## src/rtl/bram_port_arbiter.sv

```systemverilog
// Two-requester round-robin arbiter in front of a single synchronous BRAM port.
// Read data returns on a per-requester one-cycle strobe, one cycle after the accept.
module bram_port_arbiter #(
  parameter int DATA_WIDTH = 8,
  parameter int ADDR_WIDTH = 12
) (
  input  logic                  i_clk,
  input  logic                  i_rst,
  input  logic                  i_req0_valid,
  output logic                  o_req0_ready,
  input  logic                  i_req0_write,
  input  logic [ADDR_WIDTH-1:0] i_req0_addr,
  input  logic [DATA_WIDTH-1:0] i_req0_data,
  output logic                  o_rsp0_valid,
  output logic [DATA_WIDTH-1:0] o_rsp0_data,
  input  logic                  i_req1_valid,
  output logic                  o_req1_ready,
  input  logic                  i_req1_write,
  input  logic [ADDR_WIDTH-1:0] i_req1_addr,
  input  logic [DATA_WIDTH-1:0] i_req1_data,
  output logic                  o_rsp1_valid,
  output logic [DATA_WIDTH-1:0] o_rsp1_data,
  output logic                  o_mem_write,
  output logic [ADDR_WIDTH-1:0] o_mem_addr,
  output logic [DATA_WIDTH-1:0] o_mem_data,
  input  logic [DATA_WIDTH-1:0] i_mem_data
);

  logic                  grant0, grant1;
  logic                  prio_q, prio_d;
  logic                  rsp_pend_q, rsp_pend_d;
  logic                  rsp_id_q, rsp_id_d;
  logic [ADDR_WIDTH-1:0] last_addr_q, last_addr_d;

  // Grants are masked during reset so nothing reaches the BRAM in that cycle.
  always_comb begin
    grant0 = ~i_rst & i_req0_valid & (~i_req1_valid | ~prio_q);
    grant1 = ~i_rst & i_req1_valid & (~i_req0_valid |  prio_q);
  end

  assign o_req0_ready = grant0;
  assign o_req1_ready = grant1;

  always_comb begin
    o_mem_write = 1'b0;
    o_mem_addr  = last_addr_q;
    o_mem_data  = '0;
    if (grant0) begin
      o_mem_write = i_req0_write;
      o_mem_addr  = i_req0_addr;
      o_mem_data  = i_req0_data;
    end else if (grant1) begin
      o_mem_write = i_req1_write;
      o_mem_addr  = i_req1_addr;
      o_mem_data  = i_req1_data;
    end
  end

  always_comb begin
    prio_d      = prio_q;
    rsp_pend_d  = 1'b0;
    rsp_id_d    = rsp_id_q;
    last_addr_d = last_addr_q;
    if (grant0) begin
      prio_d      = 1'b1;
      rsp_pend_d  = ~i_req0_write;
      last_addr_d = i_req0_addr;
      if (!i_req0_write) rsp_id_d = 1'b0;
    end else if (grant1) begin
      prio_d      = 1'b0;
      rsp_pend_d  = ~i_req1_write;
      last_addr_d = i_req1_addr;
      if (!i_req1_write) rsp_id_d = 1'b1;
    end
  end

  always_ff @(posedge i_clk) begin
    if (i_rst) begin
      prio_q      <= 1'b0;
      rsp_pend_q  <= 1'b0;
      rsp_id_q    <= 1'b0;
      last_addr_q <= '0;
    end else begin
      prio_q      <= prio_d;
      rsp_pend_q  <= rsp_pend_d;
      rsp_id_q    <= rsp_id_d;
      last_addr_q <= last_addr_d;
    end
  end

  // A read accepted just before reset must not surface during the reset cycle.
  always_comb begin
    o_rsp0_valid = ~i_rst & rsp_pend_q & ~rsp_id_q;
    o_rsp1_valid = ~i_rst & rsp_pend_q &  rsp_id_q;
    o_rsp0_data  = o_rsp0_valid ? i_mem_data : '0;
    o_rsp1_data  = o_rsp1_valid ? i_mem_data : '0;
  end

endmodule

```

## config.mk

```make
export PLATFORM = sky130hd
export DESIGN_NAME = bram_port_arbiter
export DESIGN_NICKNAME = d
export VERILOG_FILES = /design/src/rtl/bram_port_arbiter.sv
export SDC_FILE = /design/constraint.sdc
export NUM_CORES = 1
export LEC_CHECK = 0
export BUFFER_PORTS_ARGS = -buffer_cell sky130_fd_sc_hd__buf_2
export CAP_MARGIN = 20
export CORE_UTILIZATION = 37
export CTS_CLUSTER_DIAMETER = 120
export DETAILED_ROUTE_END_ITERATION = 8
export GPL_ROUTABILITY_DRIVEN = 0
export PLACE_DENSITY = 0.91
export SYNTH_ARGS = -nofsm -noshare
export SYNTH_HDL_FRONTEND = slang
export SYNTH_SLANG_ARGS = --single-unit
export TNS_END_PERCENT = 1
```

## constraint.sdc

```tcl
create_clock -name i_clk -period 1.5 [get_ports i_clk]
set_input_delay 0.15 -clock i_clk [delete_from_list [all_inputs] [get_ports i_clk]]
set_output_delay 0.15 -clock i_clk [all_outputs]
set_load 0.05 [all_outputs]
```

---- Yosys cells after proc, flatten, opt, wreduce, memory -nomap -nowiden ----
Cells that the tools add are included.
Widths: inputs -> output; s select.
storage, ports and cells
  bits in read-only memories .............. 0
  bits of input ports ..................... 54
  bits in latches ......................... 0
  output and inout bits ................... 41
  logic and storage cells ................. 40
  flip-flop bits (word level) ............. 15
  memories ................................ 0
  bits in writable memories ............... 0
operators by class
  mux-type cells .......................... 16
  add/sub/neg operators ................... 0
  equal/unequal tests ..................... 2
  shift-type cells ........................ 0
  reductions and logical operators ........ 2
  divide/modulo/power cells ............... 0
  $mul .................................... 0
  order comparisons ....................... 0
  bitwise logic cells ..................... 16
operators with widths
  cell                number
  $mux 8              4
  $mux 12             2
  $mux 1              10
  $and 1x1->1         7
  $not 1->1           7
  $ne 2x2->1 const B  2
  $reduce_and 3->1    1
  $or 1x1->1          2
  $reduce_bool 2->1   1

---- Longest topological paths before layout ----
Gate-level depths: netlist (run 1).
  depth after elaboration ................. 5
  depth in mapped cells ................... 6
  depth with buffers taken out ............ 4

---- Worst setup path before layout (run 1) ----
OpenSTA, ideal clock, no wires.
  path type ............................... register -> output
  from .................................... register rsp_id_q
  to ...................................... output port o_rsp1_data[0]
  arrival ................................. 2.366 ns
  required time ........................... 1.350 ns
  cell stages (with the launch flop) ...... 4
  slack ................................... -1.016 ns
  buffers on the path ..................... 0
  path through ............................ dfxtp_1 -> inv_1 -> nor3b_1 -> and2_1
between the ends
  longest elaborated chain between the ends .. 2
RTL lines
  item                    line  text
  from (decl)             32    logic rsp_id_q, rsp_id_d;
  from (signal assigned)  86    rsp_id_q <= rsp_id_d;
  $and 1x1->1             94    o_rsp1_valid = ~i_rst & rsp_pend_q & rsp_id_q;
  net o_rsp1_valid        21    output logic o_rsp1_valid,
  $mux 8                  96    o_rsp1_data = o_rsp1_valid ? i_mem_data : '0;
  to (decl)               22    output logic [DATA_WIDTH-1:0] o_rsp1_data,
The timed path passes the listed nets, and every way through them passes these cells.

---- Worst setup path in the final report (run 1) ----
  from .................................... register prio_q
  to ...................................... output port o_mem_addr[11]
between the ends
  longest elaborated chain between the ends .. 4
  elaborated cells on any way between the ends .. 7
  classes of those cells .................. mux: 2; bitwise: 5
RTL lines
  item                                       line    text
  from (decl)                                30      logic prio_q, prio_d;
  from (signal assigned)                     84      prio_q <= prio_d;
  $or 1x1->1 or $not 1->1 (tied branches)    38, 37
  $and 1x1->1 or $or 1x1->1 (tied branches)  38, 37
  $mux 12 or $and 1x1->1 (tied branches)     52, 37
  $mux 12 (*)                                --
  to (decl)                                  24      output logic [ADDR_WIDTH-1:0] o_mem_addr,
Every way passes the cells marked *; elsewhere a longest branch is shown, timed or not.

==> metrics.txt, run 1 <==
# TYPE chip_impl_metric gauge
chip_impl_metric{name="wire_per_inst",unit="um"} 18.42
chip_impl_metric{name="synth_async_reset_ratio",unit="%"} 0
chip_impl_metric{name="total_congestion_overflow",unit=""} 0
chip_impl_metric{name="clkPwrFrac",unit="%"} 16.0
chip_impl_metric{name="antenna_violating_nets_post_route",unit=""} 0
chip_impl_info{name="timing.critical_path.cells",value="a21o_1 > buf_4 > nor3_1 > a31oi_4 > buf_6"} 1
chip_impl_metric{name="post-cts-setup-buffer-count",unit=""} 0
chip_impl_info{name="criticalPathCategory",value="register to output port"} 1
chip_impl_metric{name="max-slew-margin-rel",unit="%"} 68.46
chip_impl_metric{name="cts.sink_count",unit=""} 15
chip_impl_metric{name="r2r_slack",unit="ns"} 0.09
chip_impl_metric{name="final_layout_size_suffix_gt1_share",unit="%"} 73.26
chip_impl_metric{name="clk_pin_slew_worst_paths",unit="ns"} 0.09
chip_impl_metric{name="drt_iter0_markers",unit=""} 78
chip_impl_metric{name="worstPathRequired",unit="ns"} 1.35
chip_impl_metric{name="viasPerCell",unit=""} 5.753
chip_impl_info{name="rsz0062_at_grt",value="true"} 1
chip_impl_metric{name="chipHeight",unit="um"} 55.27
chip_impl_metric{name="internal-power",unit="mW"} 0.9175
chip_impl_metric{name="final_setup_tns",unit="ns"} -5.658
chip_impl_info{name="synth-main-ff-cell",value="sky130_fd_sc_hd__dfxtp_1"} 1
chip_impl_metric{name="timing.final.crit_period",unit="ns"} 1.775
chip_impl_metric{name="max_cap_violations",unit=""} 0
chip_impl_info{name="cts_tree",value="yes"} 1
chip_impl_info{name="result_of_the_run",value="finished with violations"} 1
chip_impl_metric{name="die_width",unit="um"} 55.27
chip_impl_metric{name="edff_count_synth",unit=""} 0
chip_impl_metric{name="total_die_area",unit="mm2"} 0.003054
chip_impl_metric{name="longest_clk_path_bufs",unit=""} 2
chip_impl_metric{name="fmax",unit="GHz"} 0.5635
chip_impl_info{name="most_common_cell_after_layout_fill_and_taps_aside",value="sky130_fd_sc_hd__buf_2"} 1
chip_impl_info{name="setup.worst_path.end_class",value="output port"} 1
chip_impl_metric{name="gr-usage-all-layers",unit="%"} 31.88
chip_impl_metric{name="vdd.ir_drop.worst",unit="V"} 0.0006761
chip_impl_metric{name="tritoncts_buffers",unit=""} 3
chip_impl_metric{name="layout_worst_path_cycle_share",unit="%"} 118.3
chip_impl_info{name="final_cell_mix",value="56 x sky130_fd_sc_hd__buf_2, 39 x sky130_fd_sc_hd__buf_4, 38 x sky130_fd_sc_hd__buf_6"} 1
chip_impl_metric{name="design.portCount",unit=""} 95
chip_impl_metric{name="num_vias",unit=""} 1657
chip_impl_metric{name="fin_worst_skew",unit="ns"} 0.003121
chip_impl_metric{name="routed_wirelength",unit="um"} 5306
chip_impl_info{name="crit_family",value="buffers and inverters"} 1
chip_impl_metric{name="worstSkewPairLatency",unit="ns"} 0.31
chip_impl_metric{name="timing.final.ws_setup",unit="ns"} -0.2746
chip_impl_info{name="start_kind",value="register"} 1
chip_impl_metric{name="cpPeakStageDelay",unit="ns"} 0.37
chip_impl_metric{name="total_of_endpoints_with_negative_setup_slack_in_the_final_report",unit=""} 32
chip_impl_metric{name="io_buffers",unit=""} 94
chip_impl_metric{name="final_number_of_max_transition_violations",unit=""} 0
chip_impl_info{name="hold_path_class",value="input port to register"} 1
chip_impl_metric{name="share_comb_of_total_power",unit="%"} 56.3
chip_impl_metric{name="drt_drc_violations_left",unit=""} 0
chip_impl_metric{name="n_antenna_cell",unit=""} 0
chip_impl_metric{name="detailedPlacementHpwl",unit="um"} 3443
chip_impl_metric{name="first_pass_grt_wire_length",unit="um"} 7500
chip_impl_metric{name="total_leakage_power",unit="nW"} 1.052
chip_impl_metric{name="firstDrtPassIters",unit=""} 4
chip_impl_info{name="timing.critical_path.slowest_stage_cell",value="sky130_fd_sc_hd__nor3_1"} 1
chip_impl_metric{name="synthesis.instances",unit=""} 129
chip_impl_metric{name="floorplan.initialDensity",unit="%"} 40.89
chip_impl_metric{name="pin_count_of_the_biggest_net_entering_global_routing",unit=""} 15
chip_impl_metric{name="preCtsSetupSlack",unit="ns"} -0.09870
chip_impl_metric{name="ys_ff_latch",unit=""} 15
chip_impl_metric{name="syn_to_final_growth",unit="%"} 124.6
chip_impl_metric{name="synth.lib_cells_used.distinct",unit=""} 24
chip_impl_metric{name="synth.yosys.warnings",unit=""} 0
chip_impl_metric{name="worstPathMaxFanout",unit=""} 14
chip_impl_metric{name="cp.buffers_inverters",unit=""} 2
chip_impl_metric{name="switchingPower",unit="mW"} 0.6933
chip_impl_metric{name="coreArea",unit="mm2"} 0.002567
chip_impl_metric{name="synth.cell_area",unit="mm2"} 0.001050
chip_impl_metric{name="grt_antenna_before_repair",unit=""} 0
chip_impl_info{name="ctsRootBufferMaster",value="sky130_fd_sc_hd__clkbuf_4"} 1
chip_impl_metric{name="first_global_vias",unit=""} 1569
chip_impl_info{name="violations_in_the_final_reports",value="setup timing"} 1
chip_impl_metric{name="pwr_density_cell",unit="mW/mm2"} 683.3
chip_impl_metric{name="hold_fails_final_rpt",unit=""} 0
chip_impl_metric{name="layout.nets",unit=""} 313
chip_impl_metric{name="sequential_cell_area_fraction_in_the_yosys_report",unit="%"} 28.61
chip_impl_metric{name="sequentialPowerShare",unit="%"} 27.7
chip_impl_metric{name="critPathArrivalTime",unit="ns"} 1.62
chip_impl_metric{name="postSynthNetCount",unit=""} 183
chip_impl_metric{name="worst_slew_pin_slew",unit="ns"} 0.4681
chip_impl_metric{name="postSynthAreaPerCell",unit="um2"} 8.138
chip_impl_metric{name="switching_fraction_of_total_power",unit="%"} 43.04
chip_impl_metric{name="ctsHtreeMaxLevel",unit=""} 1
chip_impl_metric{name="rows",unit=""} 18
-- routing by layer --
| layer | vias to the layer above | wire length (um) | track usage, % |
|---|---|---|---|
| met3 | 17 | 424 | 7.026 |
| li1 | 758 | - | - |
| met2 | 115 | 2886 | 61.27 |
| met1 | 767 | 1805 | 32.51 |
| met5 | - | 0 | 0 |
| met4 | 0 | 189 | 13.57 |
-- metrics by stage --
stage                     hold WS [ns]  std cells  cell area [um2]  power [mW]  util (%)
after floorplan                 0.2443        129             1259      0.9625         -
after detailed placement        0.3769        284             2026       1.220     78.90
after global placement          0.3824        284             2026       1.200     78.90
after global routing           0.06814        288             2357       1.662     91.81
final                          0.06330        288             2357       1.611     91.81
after CTS                      0.05446        288             2263       1.557     88.16
-- sequential cells by signal (all words and copies together), names as in the netlist --
name and flops:
rsp_id_q 1, prio_q 1, rsp_pend_q 1, last_addr_q 12
-- what timing repair did --
action                                 4_1_cts  5_1_grt
setup endpoints to repair                   40       41
hold buffers                                 0        0
endpoints found under the hold margin        0        0
pin swaps                                    0        0
resized for setup                           69       26
-- cell families after synthesis --
kind of cell	Yosys count	synth area share [%]
AO/OA/AOI/OAI	48	36.71
AND/OR/NAND/NOR	51	26.94
flip-flops	15	28.61
buffers and inverters	15	7.747
-- power by group through the flow --
stage                     sequential (mW)  combinational [mW]  clock (mW)
after floorplan                     0.447               0.515           0
after global placement              0.449               0.751           0
after detailed placement            0.452               0.768           0
after CTS                           0.444               0.864       0.250
after global routing                0.448               0.940       0.274
final                               0.446               0.907       0.258
-- cell usage after synthesis (all sizes together), types with 4 or more instances --
library cell | count | share of area [%]
o21ai | 12 | 5.7
buf | 5 | 4.2
nor3 | 13 | 6.2
nand3 | 12 | 5.7
a311oi | 12 | 14
dfxtp | 15 | 29
and2 | 16 | 9.5
inv | 4 | 1.4
a22o | 9 | 7.5
a31oi | 12 | 7.2
clkbuf | 6 | 2.1
-- layout make-up --
type                    instances  area (um2)
multi-input cells              99       914.6
clock buffers                   4       26.28
flip-flops and latches         15       302.8
well taps                      30       37.54
fillers                       106       210.2
inverters                       4       25.02
repair buffers                136        1051
-- final timing paths --
path / start / end / cells after the start
worst max register to register: prio_q$_SDFFE_PP0P_ / last_addr_q[2]$_SDFF_PP0_ / 5
worst max-delay path: prio_q$_SDFFE_PP0P_ / o_mem_addr[11] / 5
worst min register to register: prio_q$_SDFFE_PP0P_ / prio_q$_SDFFE_PP0P_ / 2
worst min-delay path: i_req1_write / rsp_pend_q$_SDFF_PP0_ / 2
(Power assumes the default switching activity.)
==> run 2, diff against run 1 <==
--- a/config.mk
+++ b/config.mk
@@ -7,11 +7,11 @@
 export LEC_CHECK = 0
 export BUFFER_PORTS_ARGS = -buffer_cell sky130_fd_sc_hd__buf_2
 export CAP_MARGIN = 20
-export CORE_UTILIZATION = 37
+export CORE_UTILIZATION = 40
 export CTS_CLUSTER_DIAMETER = 120
 export DETAILED_ROUTE_END_ITERATION = 8
 export GPL_ROUTABILITY_DRIVEN = 0
-export PLACE_DENSITY = 0.91
+export PLACE_DENSITY_LB_ADDON = 0.12
 export SYNTH_ARGS = -nofsm -noshare
 export SYNTH_HDL_FRONTEND = slang
 export SYNTH_SLANG_ARGS = --single-unit
==> constraint.sdc (replaced) <==
create_clock -name i_clk -period 2.2 [get_ports i_clk]
set_input_delay 0.22 -clock i_clk [delete_from_list [all_inputs] [get_ports i_clk]]
set_output_delay 0.22 -clock i_clk [all_outputs]
set_load 0.05 [all_outputs]
==> run 2 against run 1 <==
  * The run now ends clean
  * Total power shrank 46%
  * Hold slack gained 0.094 ns
  * Flip-flop and latch count is the same
  * Sequential power shrank 33%
  * Critical path type unchanged
==> metrics.txt, run 2 (synthesis gave the netlist of run 1 again) <==
# TYPE chip_impl_metric gauge
chip_impl_info{name="result_of_the_run",value="complete, no violations"} 1
chip_impl_metric{name="post_cts.resized_instances",unit=""} 0
chip_impl_info{name="globalRoute.busiestLayer",value="met2"} 1
chip_impl_metric{name="postLayoutCoreUtil",unit="%"} 63.59
chip_impl_metric{name="routed_wirelength",unit="um"} 3504
chip_impl_metric{name="coreArea",unit="mm2"} 0.002477
chip_impl_metric{name="worstSkewPairLatency",unit="ns"} 0.28
chip_impl_metric{name="grt.met2_usage",unit="%"} 50.00
chip_impl_metric{name="worst_slew_pin_slew",unit="ns"} 0.4362
chip_impl_metric{name="pwr_density_cell",unit="mW/mm2"} 553.2
chip_impl_metric{name="num_vias",unit=""} 1407
chip_impl_metric{name="wire_per_inst",unit="um"} 13.85
chip_impl_metric{name="longest_clk_path_bufs",unit=""} 2
chip_impl_metric{name="post-cts-setup-buffer-count",unit=""} 0
chip_impl_metric{name="post-layout-total-power",unit="mW"} 0.8714
chip_impl_metric{name="use_met3",unit="%"} 2.586
chip_impl_metric{name="syn_to_final_growth",unit="%"} 50.06
chip_impl_metric{name="finish.cell_count_without_fillers",unit=""} 253
chip_impl_metric{name="total_congestion_overflow",unit=""} 0
chip_impl_metric{name="hold_fails_final_rpt",unit=""} 0
chip_impl_metric{name="n_antenna_cell",unit=""} 0
chip_impl_metric{name="worstPathMaxFanout",unit=""} 8
chip_impl_metric{name="cp.buffers_inverters",unit=""} 2
chip_impl_metric{name="gr-usage-all-layers",unit="%"} 25.61
chip_impl_metric{name="gr-usage-met1",unit="%"} 25.13
chip_impl_metric{name="tritoncts_buffers",unit=""} 3
chip_impl_metric{name="die_width",unit="um"} 53.23
chip_impl_metric{name="r2r_slack",unit="ns"} 0.77
chip_impl_metric{name="sequential_cell_area",unit="um2"} 300.3
chip_impl_metric{name="largest_reg_flops",unit=""} 12
chip_impl_info{name="worstReg2RegStart",value="prio_q$_SDFFE_PP0P_"} 1
chip_impl_info{name="rsz0062_at_grt",value="false"} 1
chip_impl_info{name="hold_path_class",value="input port to register"} 1
chip_impl_metric{name="hold_buffers",unit=""} 0
chip_impl_metric{name="vdd.ir_drop.worst",unit="V"} 0.0003631
chip_impl_metric{name="clk_pin_slew_worst_paths",unit="ns"} 0.09
chip_impl_metric{name="critPathArrivalTime",unit="ns"} 1.81
chip_impl_info{name="timing.critical_path.cells",value="nand2b_1 > buf_4 > nand3_1 > a31oi_1 > buf_2"} 1
chip_impl_metric{name="viasPerCell",unit=""} 5.561
chip_impl_metric{name="fmax",unit="GHz"} 0.4934
chip_impl_metric{name="dpl-instance-area",unit="mm2"} 0.001549
chip_impl_metric{name="drt_iter0_markers",unit=""} 11
chip_impl_metric{name="hold_path_stages",unit=""} 2
chip_impl_info{name="start_kind",value="register"} 1
chip_impl_metric{name="first_pass_grt_wire_length",unit="um"} 5250
chip_impl_metric{name="final_cell_area",unit="mm2"} 0.001575
chip_impl_metric{name="grt_antenna_before_repair",unit=""} 0
chip_impl_info{name="timing.hold.worst_endpoint",value="rsp_id_q$_SDFFE_PP0P_"} 1
chip_impl_metric{name="fin_worst_skew",unit="ns"} 0.002906
chip_impl_info{name="crit_family",value="buffers and inverters"} 1
chip_impl_info{name="startpoint_of_the_worst_hold_path",value="i_req1_write"} 1
chip_impl_metric{name="design.portCount",unit=""} 95
chip_impl_metric{name="pin_count_of_the_biggest_net_entering_global_routing",unit=""} 21
chip_impl_metric{name="floorplan.initialDensity",unit="%"} 42.37
chip_impl_metric{name="fillers",unit=""} 233
chip_impl_metric{name="firstDrtPassIters",unit=""} 4
chip_impl_info{name="most_common_cell_after_layout_fill_and_taps_aside",value="sky130_fd_sc_hd__buf_2"} 1
chip_impl_metric{name="timing.final.crit_period",unit="ns"} 2.027
chip_impl_metric{name="total_leakage_power",unit="nW"} 0.7921
chip_impl_metric{name="first_global_vias",unit=""} 1258
chip_impl_metric{name="max_cap_violations",unit=""} 0
chip_impl_info{name="final_cell_mix",value="94 x sky130_fd_sc_hd__buf_2, 16 x sky130_fd_sc_hd__and2_1, 15 x sky130_fd_sc_hd__dfxtp_1"} 1
chip_impl_metric{name="total_die_area",unit="mm2"} 0.002833
chip_impl_info{name="criticalPathCategory",value="register to output port"} 1
chip_impl_metric{name="cpPeakStageDelay",unit="ns"} 0.38
chip_impl_metric{name="worstPathRequired",unit="ns"} 1.98
chip_impl_metric{name="placed_cells_incl_taps",unit=""} 249
chip_impl_metric{name="ctsHtreeMaxLevel",unit=""} 1
chip_impl_metric{name="layout.nets",unit=""} 278
chip_impl_metric{name="multi_input_logic_area",unit="um2"} 673.1
chip_impl_info{name="worstSetupStartpoint",value="prio_q$_SDFFE_PP0P_"} 1
chip_impl_metric{name="layout_worst_path_cycle_share",unit="%"} 92.13
chip_impl_info{name="timing.critical_path.slowest_stage_cell",value="sky130_fd_sc_hd__dfxtp_1"} 1
chip_impl_metric{name="max-slew-margin-rel",unit="%"} 70.92
chip_impl_metric{name="total_of_endpoints_with_negative_setup_slack_in_the_final_report",unit=""} 0
chip_impl_metric{name="chipHeight",unit="um"} 53.23
chip_impl_metric{name="rows",unit=""} 18
chip_impl_info{name="ctsRootBufferMaster",value="sky130_fd_sc_hd__clkbuf_4"} 1
chip_impl_info{name="registers.top_by_ff_count",value="last_addr_q"} 1
chip_impl_info{name="setup.worst_path.end_class",value="output port"} 1
chip_impl_info{name="cts_tree",value="yes"} 1
chip_impl_metric{name="cts.sink_count",unit=""} 15
chip_impl_info{name="r2r_end",value="last_addr_q[8]$_SDFF_PP0_"} 1
chip_impl_metric{name="final_number_of_max_transition_violations",unit=""} 0
chip_impl_metric{name="reg2reg_depth",unit=""} 4
chip_impl_metric{name="drt_drc_violations_left",unit=""} 0
chip_impl_metric{name="io_buffers",unit=""} 94
chip_impl_metric{name="final_layout_size_suffix_gt1_share",unit="%"} 51.57
chip_impl_metric{name="antenna_violating_nets_post_route",unit=""} 0
chip_impl_metric{name="detailedPlacementHpwl",unit="um"} 2788
==> run 2: cell count changes in the layout (fill, tap and decap cells not counted), moves of 4 or more <==
cell and delta:
sky130_fd_sc_hd__and2_2 -7, sky130_fd_sc_hd__a31oi_1 +12, sky130_fd_sc_hd__buf_6 -38, sky130_fd_sc_hd__and2_1 +8
sky130_fd_sc_hd__a22o_2 -9, sky130_fd_sc_hd__buf_4 -32, sky130_fd_sc_hd__nor3_2 -4, sky130_fd_sc_hd__buf_2 +38
sky130_fd_sc_hd__nor3_1 +4, sky130_fd_sc_hd__a22o_1 +9, sky130_fd_sc_hd__a31oi_4 -11
==> run 2: how the worst max path moves through the flow <==
stage,endpoint,slack [ns],cells after the start
finish,o_mem_addr[1],0.17,5
global route,o_mem_addr[9],0.07,5
CTS,o_mem_addr[1],0.17,5
detailed placement,o_mem_addr[0],0.41,5
global placement,o_mem_addr[0],0.46,5
floorplan,o_rsp0_data[0],-0.36,3
==> run 2: worst register-to-register path, delay by kind of cell (launching register included) <==
family,cells,cell delay (ns)
AOI/OAI and AO/OA,2,0.43
buffers and inverters,1,0.26
DFF,1,0.34
and+or+nand+nor,1,0.31
==> run 2: report_power, final <==
part	internal, mW	leakage [nW]	switching [mW]	total [mW]
Combinational	0.125	0.653	0.288	0.413
Sequential	0.294	0.124	0.00703	0.301
Clock	0.0703	0.0150	0.0872	0.157
==> run 2: stage by stage <==
step                      worst slack [ns]  hold WS (ns)  setup TNS, ns
final                               0.1731        0.1576              0
after floorplan                    -0.3615        0.3143         -2.892
after global routing               0.07096        0.1615              0
after global placement              0.4624        0.4482              0
after CTS                           0.1657        0.1556              0
after detailed placement            0.4119        0.4588              0
==> run 2: area by class of cell <==
class | count | area share (%)
Multi-Input combinational cell | 99 | 42.73
Tap cell | 30 | 2.383
Inverter | 4 | 0.9531
Clock buffer | 4 | 1.668
Sequential cell | 15 | 19.06
Timing Repair Buffer | 101 | 33.20
==> run 2: layer usage <==
metal,routed length (um),vias to the layer above
li1,-,689
met1,1326,647
met2,1867,61
met3,238,10
met4,72,0
met5,0,-
==> run 3, diff against run 2 <==
--- a/config.mk
+++ b/config.mk
@@ -7,11 +7,12 @@
 export LEC_CHECK = 0
 export BUFFER_PORTS_ARGS = -buffer_cell sky130_fd_sc_hd__buf_2
 export CAP_MARGIN = 20
+export CORE_MARGIN = 2
 export CORE_UTILIZATION = 40
 export CTS_CLUSTER_DIAMETER = 120
 export DETAILED_ROUTE_END_ITERATION = 8
 export GPL_ROUTABILITY_DRIVEN = 0
-export PLACE_DENSITY_LB_ADDON = 0.12
+export PLACE_DENSITY_LB_ADDON = 0.1
 export SYNTH_ARGS = -nofsm -noshare
 export SYNTH_HDL_FRONTEND = slang
 export SYNTH_SLANG_ARGS = --single-unit
==> run 3 against run 2 <==
  * Sequential share of layout area up 0.091 points
  * Clock power about the same
  * Clock skew up 0.0020 ns
  * Non-clock buffer count down 1
  * Sequential power about the same
  * Hold slack worse by 0.0033 ns
  * Cell area down 0.48%
  * Via count up 1.8%
  * Global-route usage down 1.2 points
  * Register-to-register slack better by 0.08 ns
  * Core utilization down 0.30 points
  * Routed wire length up 5.5%
==> metrics.txt, run 3 (synthesis gave the netlist of run 1 again) <==
# TYPE chip_impl_metric gauge
chip_impl_metric{name="io_buffers",unit=""} 94
chip_impl_metric{name="post_cts.resized_instances",unit=""} 0
chip_impl_info{name="rsz0062_at_grt",value="false"} 1
chip_impl_info{name="hold_path_class",value="input port to register"} 1
chip_impl_info{name="registers.top_by_ff_count",value="last_addr_q"} 1
chip_impl_metric{name="routed_wirelength",unit="um"} 3697
chip_impl_metric{name="total_die_area",unit="mm2"} 0.003050
chip_impl_metric{name="preCtsSetupSlack",unit="ns"} 0.3764
chip_impl_info{name="timing.hold.worst_endpoint",value="rsp_id_q$_SDFFE_PP0P_"} 1
chip_impl_metric{name="n_antenna_cell",unit=""} 0
chip_impl_info{name="ctsRootBufferMaster",value="sky130_fd_sc_hd__clkbuf_4"} 1
chip_impl_metric{name="postLayoutCoreUtil",unit="%"} 63.28
chip_impl_metric{name="viasPerCell",unit=""} 5.683
chip_impl_metric{name="cp.buffers_inverters",unit=""} 2
chip_impl_metric{name="die_width",unit="um"} 55.23
chip_impl_metric{name="fin_worst_skew",unit="ns"} 0.004932
chip_impl_info{name="setup.worst_path.end_class",value="output port"} 1
chip_impl_metric{name="floorplan.initialDensity",unit="%"} 42.37
chip_impl_metric{name="total_of_endpoints_with_negative_setup_slack_in_the_final_report",unit=""} 0
chip_impl_metric{name="worstPathRequired",unit="ns"} 1.98
chip_impl_metric{name="fillers",unit=""} 233
chip_impl_metric{name="reg2reg_depth",unit=""} 4
chip_impl_metric{name="sequential_cell_area",unit="um2"} 300.3
chip_impl_info{name="worstReg2RegStart",value="prio_q$_SDFFE_PP0P_"} 1
chip_impl_info{name="final_cell_mix",value="94 x sky130_fd_sc_hd__buf_2, 16 x sky130_fd_sc_hd__and2_1, 15 x sky130_fd_sc_hd__dfxtp_1"} 1
chip_impl_metric{name="total_leakage_power",unit="nW"} 0.7868
chip_impl_metric{name="worstSkewPairLatency",unit="ns"} 0.27
chip_impl_info{name="timing.critical_path.slowest_stage_cell",value="sky130_fd_sc_hd__dfxtp_1"} 1
chip_impl_info{name="crit_family",value="buffers and inverters"} 1
chip_impl_info{name="r2r_end",value="last_addr_q[8]$_SDFF_PP0_"} 1
chip_impl_info{name="timing.critical_path.cells",value="a21o_1 > or2_1 > buf_4 > a31oi_1 > buf_2"} 1
chip_impl_metric{name="detailedPlacementHpwl",unit="um"} 2897
chip_impl_metric{name="hold_fails_final_rpt",unit=""} 0
chip_impl_metric{name="grt_antenna_before_repair",unit=""} 0
chip_impl_metric{name="first_pass_grt_wire_length",unit="um"} 6285
chip_impl_metric{name="longest_clk_path_bufs",unit=""} 2
chip_impl_metric{name="cts.sink_count",unit=""} 15
chip_impl_metric{name="cpPeakStageDelay",unit="ns"} 0.34
chip_impl_metric{name="post-layout-total-power",unit="mW"} 0.8717
chip_impl_metric{name="final_layout_size_suffix_gt1_share",unit="%"} 51.35
chip_impl_metric{name="wirelength_met1",unit="um"} 1435
chip_impl_metric{name="rows",unit=""} 18
chip_impl_metric{name="first_global_vias",unit=""} 1415
chip_impl_metric{name="drt_drc_violations_left",unit=""} 0
chip_impl_metric{name="timing.final.ws_setup",unit="ns"} 0.2272
chip_impl_metric{name="met2WireLength",unit="um"} 1876
chip_impl_metric{name="syn_to_final_growth",unit="%"} 49.34
chip_impl_metric{name="coreArea",unit="mm2"} 0.002477
chip_impl_info{name="highest_layer",value="met4"} 1
chip_impl_metric{name="gr-usage-all-layers",unit="%"} 24.40
chip_impl_metric{name="total_congestion_overflow",unit=""} 0
chip_impl_metric{name="vdd.ir_drop.worst",unit="V"} 0.0004091
chip_impl_metric{name="antenna_violating_nets_post_route",unit=""} 0
chip_impl_metric{name="final_number_of_max_transition_violations",unit=""} 0
chip_impl_info{name="startpoint_of_the_worst_hold_path",value="i_req1_write"} 1
chip_impl_metric{name="holdWs",unit="ns"} 0.1544
chip_impl_metric{name="ctsHtreeMaxLevel",unit=""} 1
chip_impl_metric{name="chipHeight",unit="um"} 55.23
chip_impl_metric{name="max-slew-margin-rel",unit="%"} 57.67
chip_impl_info{name="start_kind",value="register"} 1
chip_impl_metric{name="met3WireLength",unit="um"} 317
chip_impl_metric{name="drt_iter0_markers",unit=""} 52
chip_impl_metric{name="timing.final.crit_period",unit="ns"} 1.973
chip_impl_metric{name="firstDrtPassIters",unit=""} 4
chip_impl_metric{name="design.portCount",unit=""} 95
chip_impl_metric{name="wire_per_inst",unit="um"} 14.67
chip_impl_metric{name="largest_reg_flops",unit=""} 12
chip_impl_metric{name="clk_pin_slew_worst_paths",unit="ns"} 0.09
chip_impl_metric{name="num_vias",unit=""} 1432
chip_impl_metric{name="r2r_slack",unit="ns"} 0.85
chip_impl_metric{name="critPathArrivalTime",unit="ns"} 1.75
chip_impl_metric{name="pin_count_of_the_biggest_net_entering_global_routing",unit=""} 26
chip_impl_metric{name="pwr_density_cell",unit="mW/mm2"} 556.0
chip_impl_metric{name="layout.nets",unit=""} 277
chip_impl_metric{name="tritoncts_buffers",unit=""} 3
chip_impl_metric{name="fmax",unit="GHz"} 0.5069
chip_impl_metric{name="max_cap_violations",unit=""} 0
chip_impl_metric{name="worst_slew_pin_slew",unit="ns"} 0.6336
chip_impl_metric{name="worstPathMaxFanout",unit=""} 25
chip_impl_info{name="cts_tree",value="yes"} 1
chip_impl_metric{name="hold_path_stages",unit=""} 2
chip_impl_metric{name="hold_buffers",unit=""} 0
chip_impl_metric{name="multi_input_logic_area",unit="um2"} 673.1
chip_impl_info{name="most_common_cell_after_layout_fill_and_taps_aside",value="sky130_fd_sc_hd__buf_2"} 1
chip_impl_info{name="criticalPathCategory",value="register to output port"} 1
chip_impl_info{name="result_of_the_run",value="complete, no violations"} 1
chip_impl_metric{name="layout_worst_path_cycle_share",unit="%"} 89.67
chip_impl_metric{name="post-cts-setup-buffer-count",unit=""} 0
## run 3: cell type report
type	instances	share of cell area (%)
inverters	4	0.9577
flip-flops and latches	15	19.15
clock buffers	4	1.676
repair buffers	100	32.88
well taps	30	2.394
multi-input cells	99	42.94
## run 3: report_power, final
part / internal [mW] / switching (mW)
combinational: 0.124 / 0.292
sequential: 0.293 / 0.00641
clock: 0.0701 / 0.0858
total: 0.488 / 0.384
## run 3: worst max path at each step
stage / from / endpoint / slack [ns] / cells past startpoint
2_1_floorplan: i_rst / o_rsp0_data[0] / -0.36 / 3
3_3_place_gp: i_rst / o_mem_addr[11] / 0.40 / 5
3_5_place_dp: i_rst / o_mem_addr[0] / 0.38 / 5
4_1_cts: prio_q$_SDFFE_PP0P_ / o_mem_addr[9] / 0.25 / 5
5_1_grt: prio_q$_SDFFE_PP0P_ / o_mem_addr[11] / 0.12 / 5
6_report: prio_q$_SDFFE_PP0P_ / o_mem_addr[9] / 0.23 / 5
## run 3: per-stage QoR
stage | cells | area [um2] | TNS, ns
2_1_floorplan | 129 | 1055 | -2.892
3_3_place_gp | 248 | 1541 | 0
3_5_place_dp | 248 | 1541 | 0
4_1_cts | 252 | 1568 | 0
5_1_grt | 252 | 1568 | 0
6_report | 252 | 1568 | 0
## run 3: routing by layer
| metal | GRT usage, % | up-vias |
|---|---|---|
| met5 | 0 | - |
| met4 | 9.408 | 0 |
| met3 | 6.323 | 10 |
| met2 | 44.05 | 75 |
| met1 | 27.05 | 662 |
| li1 | - | 685 |
## run 3: worst register-to-register path, delay by kind of cell, from the launching register on
kind	cells	cell delay, ns
buf+inv	1	0.24
flops	1	0.34
compound gates	2	0.45
simple gates	1	0.23
